==> src/rtl/uart_cmd_wrapper.sv <==
// rtl/uart_cmd_wrapper.sv - 16-bit command receiver / 8-bit response sender over UART
// Contains the 8-bit UART transceiver and the command/response wrapper around it.

module uart #(
    parameter int BAUD_DIV = 434
) (
    input  logic       clk,
    input  logic       rst_n,
    input  logic       RX,
    output logic       TX,
    input  logic [7:0] tx_data,
    input  logic       trmt,
    output logic       tx_done,
    output logic [7:0] rx_data,
    output logic       rx_rdy,
    input  logic       clr_rx_rdy
);
    localparam int CW = $clog2(BAUD_DIV + 1);

    logic          rx_ff1, rx_ff2, rx_act;
    logic [CW-1:0] rx_cnt, tx_cnt;
    logic [3:0]    rx_bit, tx_bit;
    logic [7:0]    rx_shift;
    logic [9:0]    tx_shift;
    logic          tx_act;

    assign TX = tx_shift[0];

    // Receiver: counts half a bit from the start edge, then samples mid-bit.
    always_ff @(posedge clk or negedge rst_n) begin
        if (!rst_n) begin
            rx_ff1   <= 1'b1;
            rx_ff2   <= 1'b1;
            rx_act   <= 1'b0;
            rx_cnt   <= '0;
            rx_bit   <= '0;
            rx_shift <= '0;
            rx_data  <= '0;
            rx_rdy   <= 1'b0;
        end else begin
            rx_ff1 <= RX;
            rx_ff2 <= rx_ff1;
            if (clr_rx_rdy)
                rx_rdy <= 1'b0;
            if (!rx_act) begin
                if (!rx_ff2) begin
                    rx_act <= 1'b1;
                    rx_cnt <= CW'(BAUD_DIV / 2);
                    rx_bit <= '0;
                end
            end else if (rx_cnt != '0) begin
                rx_cnt <= rx_cnt - CW'(1);
            end else begin
                rx_cnt <= CW'(BAUD_DIV - 1);
                rx_bit <= rx_bit + 4'd1;
                if (rx_bit == 4'd0) begin
                    if (rx_ff2)
                        rx_act <= 1'b0;
                end else if (rx_bit == 4'd9) begin
                    rx_act <= 1'b0;
                    if (rx_ff2) begin
                        rx_data <= rx_shift;
                        rx_rdy  <= 1'b1;
                    end
                end else begin
                    rx_shift <= {rx_ff2, rx_shift[7:1]};
                end
            end
        end
    end

    always_ff @(posedge clk or negedge rst_n) begin
        if (!rst_n) begin
            tx_shift <= '1;
            tx_act   <= 1'b0;
            tx_cnt   <= '0;
            tx_bit   <= '0;
            tx_done  <= 1'b0;
        end else begin
            tx_done <= 1'b0;
            if (!tx_act) begin
                if (trmt) begin
                    tx_shift <= {1'b1, tx_data, 1'b0};
                    tx_act   <= 1'b1;
                    tx_cnt   <= CW'(BAUD_DIV - 1);
                    tx_bit   <= '0;
                end
            end else if (tx_cnt != '0) begin
                tx_cnt <= tx_cnt - CW'(1);
            end else begin
                tx_cnt   <= CW'(BAUD_DIV - 1);
                tx_shift <= {1'b1, tx_shift[9:1]};
                if (tx_bit == 4'd9) begin
                    tx_act  <= 1'b0;
                    tx_done <= 1'b1;
                end else begin
                    tx_bit <= tx_bit + 4'd1;
                end
            end
        end
    end
endmodule

module uart_cmd_wrapper #(
    parameter int TO_CLKS  = 100000,
    parameter int TO_W     = $clog2(TO_CLKS + 1),
    parameter int BAUD_DIV = 434
) (
    input  logic        clk,
    input  logic        rst_n,
    input  logic        RX,
    output logic        TX,
    output logic [15:0] cmd,
    output logic        cmd_rdy,
    input  logic        clr_cmd_rdy,
    input  logic [7:0]  resp,
    input  logic        send_resp,
    output logic        resp_sent,
    output logic        tx_busy,
    output logic        rx_timeout
);
    typedef enum logic [1:0] {IDLE = 2'd0, WAIT_LO = 2'd1} state_t;

    state_t          state;
    logic [7:0]      high_reg, low_reg, rx_data;
    logic [TO_W-1:0] to_cnt;
    logic            rx_rdy, clr_rx_rdy, trmt, tx_done;

    // rx_rdy must be knocked down on the accepting edge, or WAIT_LO would re-consume it.
    assign clr_rx_rdy = rx_rdy && (state == IDLE || state == WAIT_LO);
    assign trmt       = send_resp & ~tx_busy;
    assign cmd        = {high_reg, low_reg};

    uart #(.BAUD_DIV(BAUD_DIV)) u_uart (
        .clk        (clk),
        .rst_n      (rst_n),
        .RX         (RX),
        .TX         (TX),
        .tx_data    (resp),
        .trmt       (trmt),
        .tx_done    (tx_done),
        .rx_data    (rx_data),
        .rx_rdy     (rx_rdy),
        .clr_rx_rdy (clr_rx_rdy)
    );

    always_ff @(posedge clk or negedge rst_n) begin
        if (!rst_n) begin
            state      <= IDLE;
            high_reg   <= '0;
            low_reg    <= '0;
            cmd_rdy    <= 1'b0;
            rx_timeout <= 1'b0;
            to_cnt     <= '0;
        end else begin
            rx_timeout <= 1'b0;
            if (clr_cmd_rdy)
                cmd_rdy <= 1'b0;
            case (state)
                IDLE: begin
                    if (rx_rdy) begin
                        high_reg <= rx_data;
                        cmd_rdy  <= 1'b0;
                        to_cnt   <= '0;
                        state    <= WAIT_LO;
                    end
                end
                WAIT_LO: begin
                    to_cnt <= to_cnt + TO_W'(1);
                    if (rx_rdy) begin
                        low_reg <= rx_data;
                        cmd_rdy <= 1'b1;
                        state   <= IDLE;
                    end else if (to_cnt == TO_W'(TO_CLKS - 1)) begin
                        rx_timeout <= 1'b1;
                        state      <= IDLE;
                    end
                end
                default: state <= IDLE;
            endcase
        end
    end

    always_ff @(posedge clk or negedge rst_n) begin
        if (!rst_n) begin
            tx_busy   <= 1'b0;
            resp_sent <= 1'b0;
        end else if (trmt) begin
            tx_busy   <= 1'b1;
            resp_sent <= 1'b0;
        end else if (tx_done) begin
            tx_busy   <= 1'b0;
            resp_sent <= 1'b1;
        end
    end
endmodule

==> config.mk <==
export PLATFORM = sky130hd
export DESIGN_NAME = uart_cmd_wrapper
export DESIGN_NICKNAME = d
export VERILOG_FILES = /design/src/rtl/uart_cmd_wrapper.sv
export SDC_FILE = /design/constraint.sdc
export NUM_CORES = 1
export LEC_CHECK = 0
export BUFFER_PORTS_ARGS = -buffer_cell sky130_fd_sc_hd__buf_4
export CORE_MARGIN = 5
export CORE_UTILIZATION = 30
export CTS_CLUSTER_SIZE = 14
export DETAILED_ROUTE_END_ITERATION = 16
export MAX_ROUTING_LAYER = met4
export PLACE_DENSITY = 0.52
export REMOVE_ABC_BUFFERS = 1
export SYNTH_ARGS = -nofsm -noshare
export SYNTH_HDL_FRONTEND = slang
export SYNTH_HIERARCHICAL = 1
export SYNTH_SLANG_ARGS = --single-unit
export TNS_END_PERCENT = 20
==> constraint.sdc <==
create_clock -name clk -period 2.7 [get_ports clk]
set_input_delay 0.405 -clock clk [delete_from_list [all_inputs] [get_ports clk]]
set_output_delay 0.405 -clock clk [all_outputs]
set_load 0.01 [all_outputs]
==> impl_metrics.yaml <==
worst_hold_path:
  hold_class: "in -> async"
layout:
  regMostFlops: "to_cnt"
  area_growth_pct: 16.8
  largest_reg_flops: 17
  drive_gt1_share_pct: 27.0
  layout.nets: 473
  insertedDiodeCount: 0
synth:
  ys_top_cells_by_area: "dfrtp_1 45%, mux2_2 8.0%, dfstp_2 6.2%, nand2_1 2.7%, o21ai_0 2.4%"
  synth_top_area_share_pct: 45.4
  yosys.area_share.simple_pct: 18.7
  synth_edf_count: 0
  yosysSeqAreaShare_pct: 51.6
  synthAdderAreaFrac_pct: 2.16
  synth_compound_area_share_pct: 13.9
  synth_ff_type: "dfrtp_1"
  syn_area_per_cell_um2: 11.1
  muxShareOfSynthArea_pct: 9.32
  synth_xor_area_share_pct: 0.567
  yosys.cell_count.top_type: "dfrtp_1"
  syn_inst: 418
  synth_seq_cells: 95
  synth_warnings: 6
  yosys.area.top_type: "dfrtp_1"
  synth_top_family_by_area: "simple AND/OR/NAND/NOR gates"
  synthDistinctLibCells: 62
  async_reset_ff_share_pct: 100
  syn_area_um2: 4630
  synth_commonest_cells: "84 x dfrtp_1, 33 x mux2_2, 33 x nand2_1, 22 x o21ai_0"
detailed_routing:
  drt-initial-drc-count: 355
  dr.pass1.iters: 6
  top_layer: "met4"
  drt-met1-wl_um: 4600
  drc: 0
  drt-wirelength-per-cell_um: 15.0
  wl_met2_um: 4540
  ant_nets: 0
  wirelength_um: 9670
  vias: 3411
  via_per_inst: 5.30
  route.met3.wl_um: 338
clock_network:
  postCtsSetupBuffers: 0
  htreeDepth: 3
  cts_buffer_depth: 2
  tritoncts: "yes"
  cts_root_buf: "clkbuf_16"
  cts.sinks: 95
  path_clk_slew_ns: 0.06
  ctsHoldBuffers: 0
  clk_latency_ns: 0.35
  cts.repair.resized: 0
  cts_made_buffers: 9
global_routing:
  antenna_found_initial: 0
  grt.overflow.total: 0
  grt_pass1_vias: 3400
  gr-usage-all-layers_pct: 11.8
  grt_max_degree: 53
  grt_pass1_wl_um: 16900
critical_path:
  crit_start: "u_uart/tx_cnt[0]"
  worstReg2RegEnd: "u_uart/tx_shift[7]"
  crit_chain: "inv_1, ha_1, or4b_1, o31ai_2, o221a_2"
  timing.rr.start: "u_uart/tx_cnt[0]"
  critPathMaxStageDelay_ns: 0.62
  ff2ff_path_depth: 5
  path_delay_family: "compound AO/OA/AOI/OAI gates"
  cp-start-kind: "flip-flop"
  critPathArrivalTime_ns: 2.48
  critPathMaxFanout: 8
  crit_buf_inv: 1
  criticalPathCategory: "reg -> reg"
  endpoint_kind: "flip-flop"
  slowest_stage: "or4b_1"
  cp.required_ns: 2.99
  rrSetupSlack_ns: 0.51
timing:
  hold_viol: 0
  setup-violations-final: 0
  setup_slack_ns: 0.514
  fin_crit_sh_pct: 81.0
  clock_skew_ns: 0.00381
  slew_violations: 0
  max_clock_freq_mhz: 457
  min_period_ns: 2.19
  worst_pin_slew_ns: 0.710
  slew_headroom_pct: 52.6
  rsz0062_at_grt: "no"
  totalNegativeSetupSlack_ns: 0
pwr:
  powerDensity_nw_per_um2: 624
  peakVddDrop_mv: 0.324
  p_leak_nw: 2.37
floorplan:
  die_w_um: 134
  io_pins: 34
  start_util_pct: 30.6
  die-area_um2: 18000
  rows: 45
  core-area_um2: 15100
  dieHeight_um: 134
placed_design:
  hpwl_um: 6610
  port_buffers: 33
  preCtsSetupSlack_ns: 0.524
  place_congestion: 0.823
outcome:
  outcome: "finished, final reports clean"
flow_run:
  max-cap-violations: 0
worst reg2reg max path, cell delays in order (launching register included):
cell and delay [ns]:
dfrtp_1 0.40, inv_1 0.07, ha_1 0.19, or4b_1 0.62, o31ai_2 0.56, o221a_2 0.30
layout by cell type, fill, tap and decap left out, drive strengths merged, types with 12 or more instances in the layout:
cell     n
nand2b  16
a31oi   12
o21ai   22
mux2    33
nor2    15
buf     43
nand2   33
nand4   13
inv     17
dfrtp   84
power by group:
part	total (W)	switching [W]	internal [W]
combinational	0.000337	0.000164	0.000173
sequential	0.00167	0.000121	0.00154
clock	0.00137	0.000560	0.000814
cells by family after synthesis:
group | after synthesis
muxes | 39
and+or+nand+nor | 146
buffers and inverters | 36
AOI/OAI and AO/OA | 91
DFF | 95
xor gates and xnor gates | 3
adders and majority gates | 8
layer usage:
metal,up-vias,GRT usage [%]
met5,-,-
met4,0,4.81
met3,15,2.81
met2,55,17.6
met1,1707,15.6
li1,1634,-
cell type report:
type,count,area (um^2)
Inverter,16,60.1
Multi-Input combinational cell,287,2070
Clock buffer,9,225
Timing Repair Buffer,43,335
Tap cell,188,235
Fill cell,1482,9740
Clock inverter,6,95.1
Sequential cell,95,2390
how the worst max path moves through the flow:
stage	end	slack, ns	depth (start not counted)
after global routing	u_uart/tx_shift[7]	0.36	5
after detailed placement	u_uart/rx_data[0]	0.52	6
after global placement	u_uart/rx_data[5]	0.58	6
after floorplan	u_uart/rx_data[0]	0.55	5
after CTS	u_uart/rx_data[6]	0.51	6
final	u_uart/tx_shift[7]	0.51	5
per-stage QoR:
step / cell area (um^2) / util, % / std cells / hold WS [ns] / total power [W]
final: 5410 / 35.7 / 644 / 0.0973 / 0.00338
after global placement: 5090 / 33.6 / 629 / 0.347 / 0.00201
after global routing: 5410 / 35.7 / 644 / 0.146 / 0.00356
after floorplan: 4520 / - / 398 / 0.109 / 0.00189
after detailed placement: 5090 / 33.6 / 629 / 0.347 / 0.00203
after CTS: 5410 / 35.7 / 644 / 0.107 / 0.00343
Note: power is estimated with default switching activity, not from simulation.
